## src/rtl/ats_pkg.sv

```systemverilog
// Shared ATS definitions: the appender and the extractor both size the
// timestamp trailer from this package, so the two ends agree on its length.
package ats_pkg;

   localparam int ATS_TIMESTAMP_WIDTH = 72;

   // Number of beats a trailer occupies on a stream of the given beat width.
   function automatic int ts_beats(input int ts_width, input int data_width);
      return ts_width / data_width;
   endfunction

endpackage

```

## src/rtl/extract_timestamp.sv

```systemverilog
// Strips the timestamp trailer from each frame, restores tlast on the last
// frame beat and delivers the trailer as one parallel word on a side channel.
module extract_timestamp
   import ats_pkg::*;
#(
   parameter int DATA_WIDTH      = 8,
   parameter int TIMESTAMP_WIDTH = ATS_TIMESTAMP_WIDTH
) (
   input  logic                       clk,
   input  logic                       rstn,
   input  logic [DATA_WIDTH-1:0]      s_axis_tdata,
   input  logic                       s_axis_tvalid,
   output logic                       s_axis_tready,
   input  logic                       s_axis_tlast,
   output logic [DATA_WIDTH-1:0]      m_axis_tdata,
   output logic                       m_axis_tvalid,
   input  logic                       m_axis_tready,
   output logic                       m_axis_tlast,
   output logic [TIMESTAMP_WIDTH-1:0] m_ts_tdata,
   output logic                       m_ts_tvalid,
   input  logic                       m_ts_tready,
   output logic                       frame_error
);

   localparam int N     = ts_beats(TIMESTAMP_WIDTH, DATA_WIDTH);
   localparam int CNT_W = $clog2(N + 1);
   localparam logic [CNT_W-1:0] CNT_FULL = CNT_W'(N);

   logic [TIMESTAMP_WIDTH-1:0] r_dly;
   logic [CNT_W-1:0]           r_cnt;
   logic [TIMESTAMP_WIDTH-1:0] r_ts_data;
   logic                       r_ts_valid;
   logic                       r_frame_error;

   logic                       w_full;
   logic                       w_slot_ok;
   logic                       w_accept;
   logic [TIMESTAMP_WIDTH-1:0] w_shift;

   // The delay line holds the last N beats; once full, its oldest beat is a
   // frame beat and the incoming beat decides whether that beat was the last.
   assign w_full    = (r_cnt == CNT_FULL);
   assign w_slot_ok = !s_axis_tlast || !r_ts_valid || m_ts_tready;
   assign w_shift   = {s_axis_tdata, r_dly[TIMESTAMP_WIDTH-1:DATA_WIDTH]};

   assign s_axis_tready = w_full ? (m_axis_tready && w_slot_ok) : 1'b1;
   assign m_axis_tvalid = w_full && s_axis_tvalid && w_slot_ok;
   assign m_axis_tdata  = r_dly[DATA_WIDTH-1:0];
   assign m_axis_tlast  = w_full && s_axis_tlast;
   assign w_accept      = s_axis_tvalid && s_axis_tready;

   assign m_ts_tdata  = r_ts_data;
   assign m_ts_tvalid = r_ts_valid;
   assign frame_error = r_frame_error;

   // NOTE: the delay line is reset along with the control state so that a
   // reset leaves no stale frame bytes behind; state updates are all <=.
   always_ff @(posedge clk) begin
      if (!rstn) begin
         r_dly         <= '0;
         r_cnt         <= '0;
         r_ts_data     <= '0;
         r_ts_valid    <= 1'b0;
         r_frame_error <= 1'b0;
      end else begin
         r_frame_error <= 1'b0;

         if (r_ts_valid && m_ts_tready)
            r_ts_valid <= 1'b0;

         if (w_accept) begin
            if (!w_full) begin
               if (s_axis_tlast) begin
                  r_cnt         <= '0;
                  r_frame_error <= 1'b1;
               end else begin
                  r_dly <= w_shift;
                  r_cnt <= r_cnt + 1'b1;
               end
            end else begin
               r_dly <= w_shift;
               if (s_axis_tlast) begin
                  // A new load overrides the clear above, keeping valid high.
                  r_ts_data  <= w_shift;
                  r_ts_valid <= 1'b1;
                  r_cnt      <= '0;
               end
            end
         end
      end
   end

endmodule

```

## config.mk

```make
export PLATFORM = sky130hd
export DESIGN_NAME = extract_timestamp
export DESIGN_NICKNAME = d
export VERILOG_FILES = /design/src/rtl/ats_pkg.sv /design/src/rtl/extract_timestamp.sv
export SDC_FILE = /design/constraint.sdc
export NUM_CORES = 1
export LEC_CHECK = 0
export CORE_UTILIZATION = 62
export DETAILED_ROUTE_END_ITERATION = 10
export DONT_BUFFER_PORTS = 1
export PLACE_DENSITY = 0.88
export SLEW_MARGIN = 20
export SYNTH_ARGS = -nofsm -noshare
export SYNTH_HDL_FRONTEND = slang
export SYNTH_SLANG_ARGS = --single-unit
```

## constraint.sdc

```tcl
create_clock -name clk -period 2.1 [get_ports clk]
set_input_delay 0.42 -clock clk [delete_from_list [all_inputs] [get_ports clk]]
set_output_delay 0.42 -clock clk [all_outputs]
set_load 0.01 [all_outputs]
```

After elaboration in Yosys (flattened, before gate mapping) --
Cells that the tools add are included.
Storage, ports and cells: output and inout bits 85, word-level logic and storage cells 36, register bits after elaboration 150
Cells by class: $add $sub $neg 1, reduce and logical (&&, ||, !) cells 14, muxes and demuxes 11, bitwise gates (word level) 2, equality and inequality tests 3
Operators with widths (count):
- two-way mux 72 bit | 2
- two-way mux 4 bit | 3
- logical AND 1 bit | 6
- two-way mux 1 bit | 6
- adder 4 x 1 -> 4 bit (second input constant) | 1
- == test 4 bit (second input constant) | 1
- AND reduction 2 bit | 2
- AND reduction 3 bit | 1
- OR reduction 3 bit | 1
- zero test 1 bit | 2
- logical OR 1 bit | 2
- inequality test 2 x 1 -> 1 bit (second input constant) | 1
- inequality test 2 bit (second input constant) | 1
- NOT 1 bit | 2

Longest topological paths before layout --
depth in word-level cells 8, depth in mapped cells 8

Least setup slack after synthesis --
Ideal clock, no wire load.
path type flip-flop to flip-flop, from register r_cnt[0], to register r_ts_data[10] (netlist: m_ts_tdata[10]), period minus slack after synthesis 1.781 ns, path slack 0.319 ns, arrival 1.637 ns, stages on the path, launching flop included 8, cell sequence dfxtp_1 -> ha_1 -> nand3b_4 -> or4_1 -> buf_2 -> buf_6 -> nand2_1 -> a21oi_2
Between the ends: word-level cells in the longest chain between the ends 4
RTL lines:
- from (decl) | RTL line extract_timestamp.sv:30 | logic [CNT_W-1:0] r_cnt;
- from (signal assigned) | RTL line extract_timestamp.sv:78 | r_cnt <= r_cnt + 1'b1;
- == test 4 bit * | RTL line extract_timestamp.sv:42 | assign w_full = (r_cnt == CNT_FULL);
- two-way mux 1 bit | RTL line extract_timestamp.sv:46 | assign s_axis_tready = w_full ? (m_axis_tready && w_slot_ok) : 1'b1;
- logical AND 1 bit | RTL line extract_timestamp.sv:50 | assign w_accept = s_axis_tvalid && s_axis_tready;
- AND reduction 3 bit (no source line) *
- to (signal assigned) | RTL line extract_timestamp.sv:84 | r_ts_data <= w_shift;
- to (decl) | RTL line extract_timestamp.sv:31 | logic [TIMESTAMP_WIDTH-1:0] r_ts_data;
Mark *: on every way between the ends. The rest lies on a longest branch, timed or not. A chain may end at the register's enable or synchronous reset.

Worst setup path after layout --
from register r_cnt[1], to register r_ts_data[8] (netlist: m_ts_tdata[8])
Same word-level chain as after synthesis.

==> metrics.cfg <==
[power_and_ir_drop]
p_leak_nw=2.45
p_per_area_mw_per_mm2=933
peakVddDrop_uv=602

[placement]
place.port_buffers=0
hpwl_mm=7.43
routabilityCongestion=0.862
dp_slack_ps=25.4

[logic_synthesis]
yosys_register_bits=150
syn_inst=607
syn-num-nets=623
ys_types=30
yosysWarnings=0
synth_flop_cell=dfxtp_1
synth_area_mm2=0.00577
syn_avg_cell_area_um2=9.50
async_flop_share_pct=0
synth_edf_count=0
synth_seq_area_share_pct=52.1

[sta]
period_needed_ps=2010
max_slew_margin_pct=64.2
rsz0062_at_grt=false
post-route-period-util_pct=96.0
finalSetupViolCount=0
hold_ws_ps=44.2
worst_pin_slew_ps=537
layout_setup_ws_ps=85.0
tns_ps=0
slew_viol_final=0
skew_ps=6.49
final_hold_viol_count=0
fmax_mhz=496

[setup_path]
reg2reg_slack_ps=90
required_ps=2480
cp_max_fo=30
crit_type=flop to flop
worst_ep_arrival_time_ps=2390
endpoint_kind=flop
start_kind=flop

[die]
dieHeight_um=98.5
ioPinCount=99
start_util_pct=65.2
die-area_mm2=0.00969
fp.dieW_um=98.5
core_area_mm2=0.00885
rows=34

[outcome]
violations=design-rule violations
outcome=finished with violations

[route]
wl_per_cell_um=16.1
drc=5
dr.first_iter.drc_count=152
ant_nets=0
routed_wl_mm=11.5
vias=3982
drtPass1Iterations=7
via_per_inst=5.60

[clocking]
cts.path.max_buffers=2
tritoncts=built
clk_pin_slew_ps=60
clock_latency_ps=510
cts-root-buf=clkbuf_8
clkSinkCount=150
cts_made_buffers=17
htree_levels=4

[job]
cap_violations=0

[global_route]
grt_pass1_vias=4014
antenna_found_initial=0
grt_pass1_wl_mm=19.2
gr-total-overflow=0
grt_usage_pct=25.2
grt_max_degree=84

[final_layout]
final_nets=606
fillers=626
n_antenna_cell=0
area_delta_synth_final_pct=9.48
drive_gt1_share_pct=19.4

[hold_path]
min_path_type=primary input to flop

## critical path, stage by stage (launching register included)
cell and delay, ps:
dfxtp_1 320, inv_1 80, ha_1 200, nand3b_4 130, or4_2 730, buf_6 230, nand2_1 130, a21oi_2 70
## routing by layer
metal | routed length (um) | vias up | GRT usage (%)
li1 | - | 1950 | -
met1 | 4660 | 1892 | 28.4
met2 | 5840 | 120 | 43.7
met3 | 777 | 20 | 8.44
met4 | 199 | 0 | 10.7
met5 | 0 | - | 0
## report_power, final
| group | internal (W) | leakage (nW) | switching (W) |
|---|---|---|---|
| sequential | 0.00286 | 1.21 | 0.00000874 |
| clock | 0.00173 | 0.273 | 0.00114 |
| combinational | 0.0000590 | 0.969 | 0.0000922 |
| total | 0.00465 | 2.45 | 0.00124 |
## Yosys cell counts, types with 2 or more instances
cell / instances / area [um^2]
buf_6: 14 / 158
clkbuf_1: 17 / 63.8
a21oi_1: 5 / 25.0
mux2i_1: 72 / 721
inv_2: 2 / 7.51
o21ai_1: 3 / 15.0
a21oi_2: 69 / 604
dfxtp_1: 150 / 3000
o21ai_0: 2 / 10.0
buf_2: 9 / 45.0
nand2_1: 230 / 863
inv_1: 2 / 7.51
buf_4: 8 / 60.1
nor3_1: 4 / 20.0
ha_1: 2 / 25.0
nor2_1: 4 / 15.0
## timing repair
item / CTS / global route
hold buffers: 0 / 0
setup buffers: 0 / 0
endpoints found under the hold margin: 0 / 0
resized for setup: 1 / 1
endpoints found under the setup margin: 1 / 38
## cell families after synthesis
logic type | synth area share [%]
AO/OA/AOI/OAI | 11.7
buffers and inverters | 5.92
flip-flops | 52.1
adder cells (fa/ha/maj) | 0.434
multiplexers | 12.5
AND/OR/NAND/NOR | 17.4
## through the flow
step / total power, W / std cells / instance area, um^2 / util, %
floorplan: 0.00307 / 607 / 5770 / -
global placement: 0.00308 / 679 / 5750 / 64.9
detailed placement: 0.00308 / 679 / 5750 / 64.9
CTS: 0.00594 / 711 / 6310 / 71.4
global route: 0.00609 / 711 / 6310 / 71.4
finish: 0.00589 / 711 / 6310 / 71.4
## state kept, by name, indices dropped and copies added, names as in the netlist
signal	cells
frame_error	1
m_ts_tdata	72
m_ts_tvalid	1
r_cnt	4
r_dly	72
## final cells by class
class                           count  area (um^2)  share of cell area (%)
Clock buffer                       21          439                    6.95
Clock inverter                     11          125                    1.98
Multi-Input combinational cell    405         2420                    38.4
Timing Repair Buffer               12          169                    2.67
Inverter                            4         17.5                   0.277
Tap cell                          108          135                    2.14
Sequential cell                   150         3000                    47.6
## placed cells by master (no fill, tap or decap), types with 2 or more instances in the layout
master      instances
nand2_1           230
dfxtp_1           149
mux2i_1            72
a21oi_2            69
clkbuf_16          16
buf_12              6
a21oi_1             5
buf_4               5
nor2_1              4
nor3_1              4
o21ai_1             3
clkinv_2            3
clkbuf_1            3
inv_1               2
o21ai_0             2
ha_1                2
clkbuf_8            2
clkinvlp_4          2
inv_6               2
bufinv_16           2
clkinv_4            2
## worst paths after layout
kind,from,endpoint,cells past startpoint
setup / recovery,r_cnt[1],m_ts_tdata[8],7
hold / removal,s_axis_tdata[6],r_dly[70],2
setup reg to reg,r_cnt[1],m_ts_tdata[8],7
hold reg to reg,r_dly[40],m_ts_tdata[32],2
Power figures use the tool's default switching activity.
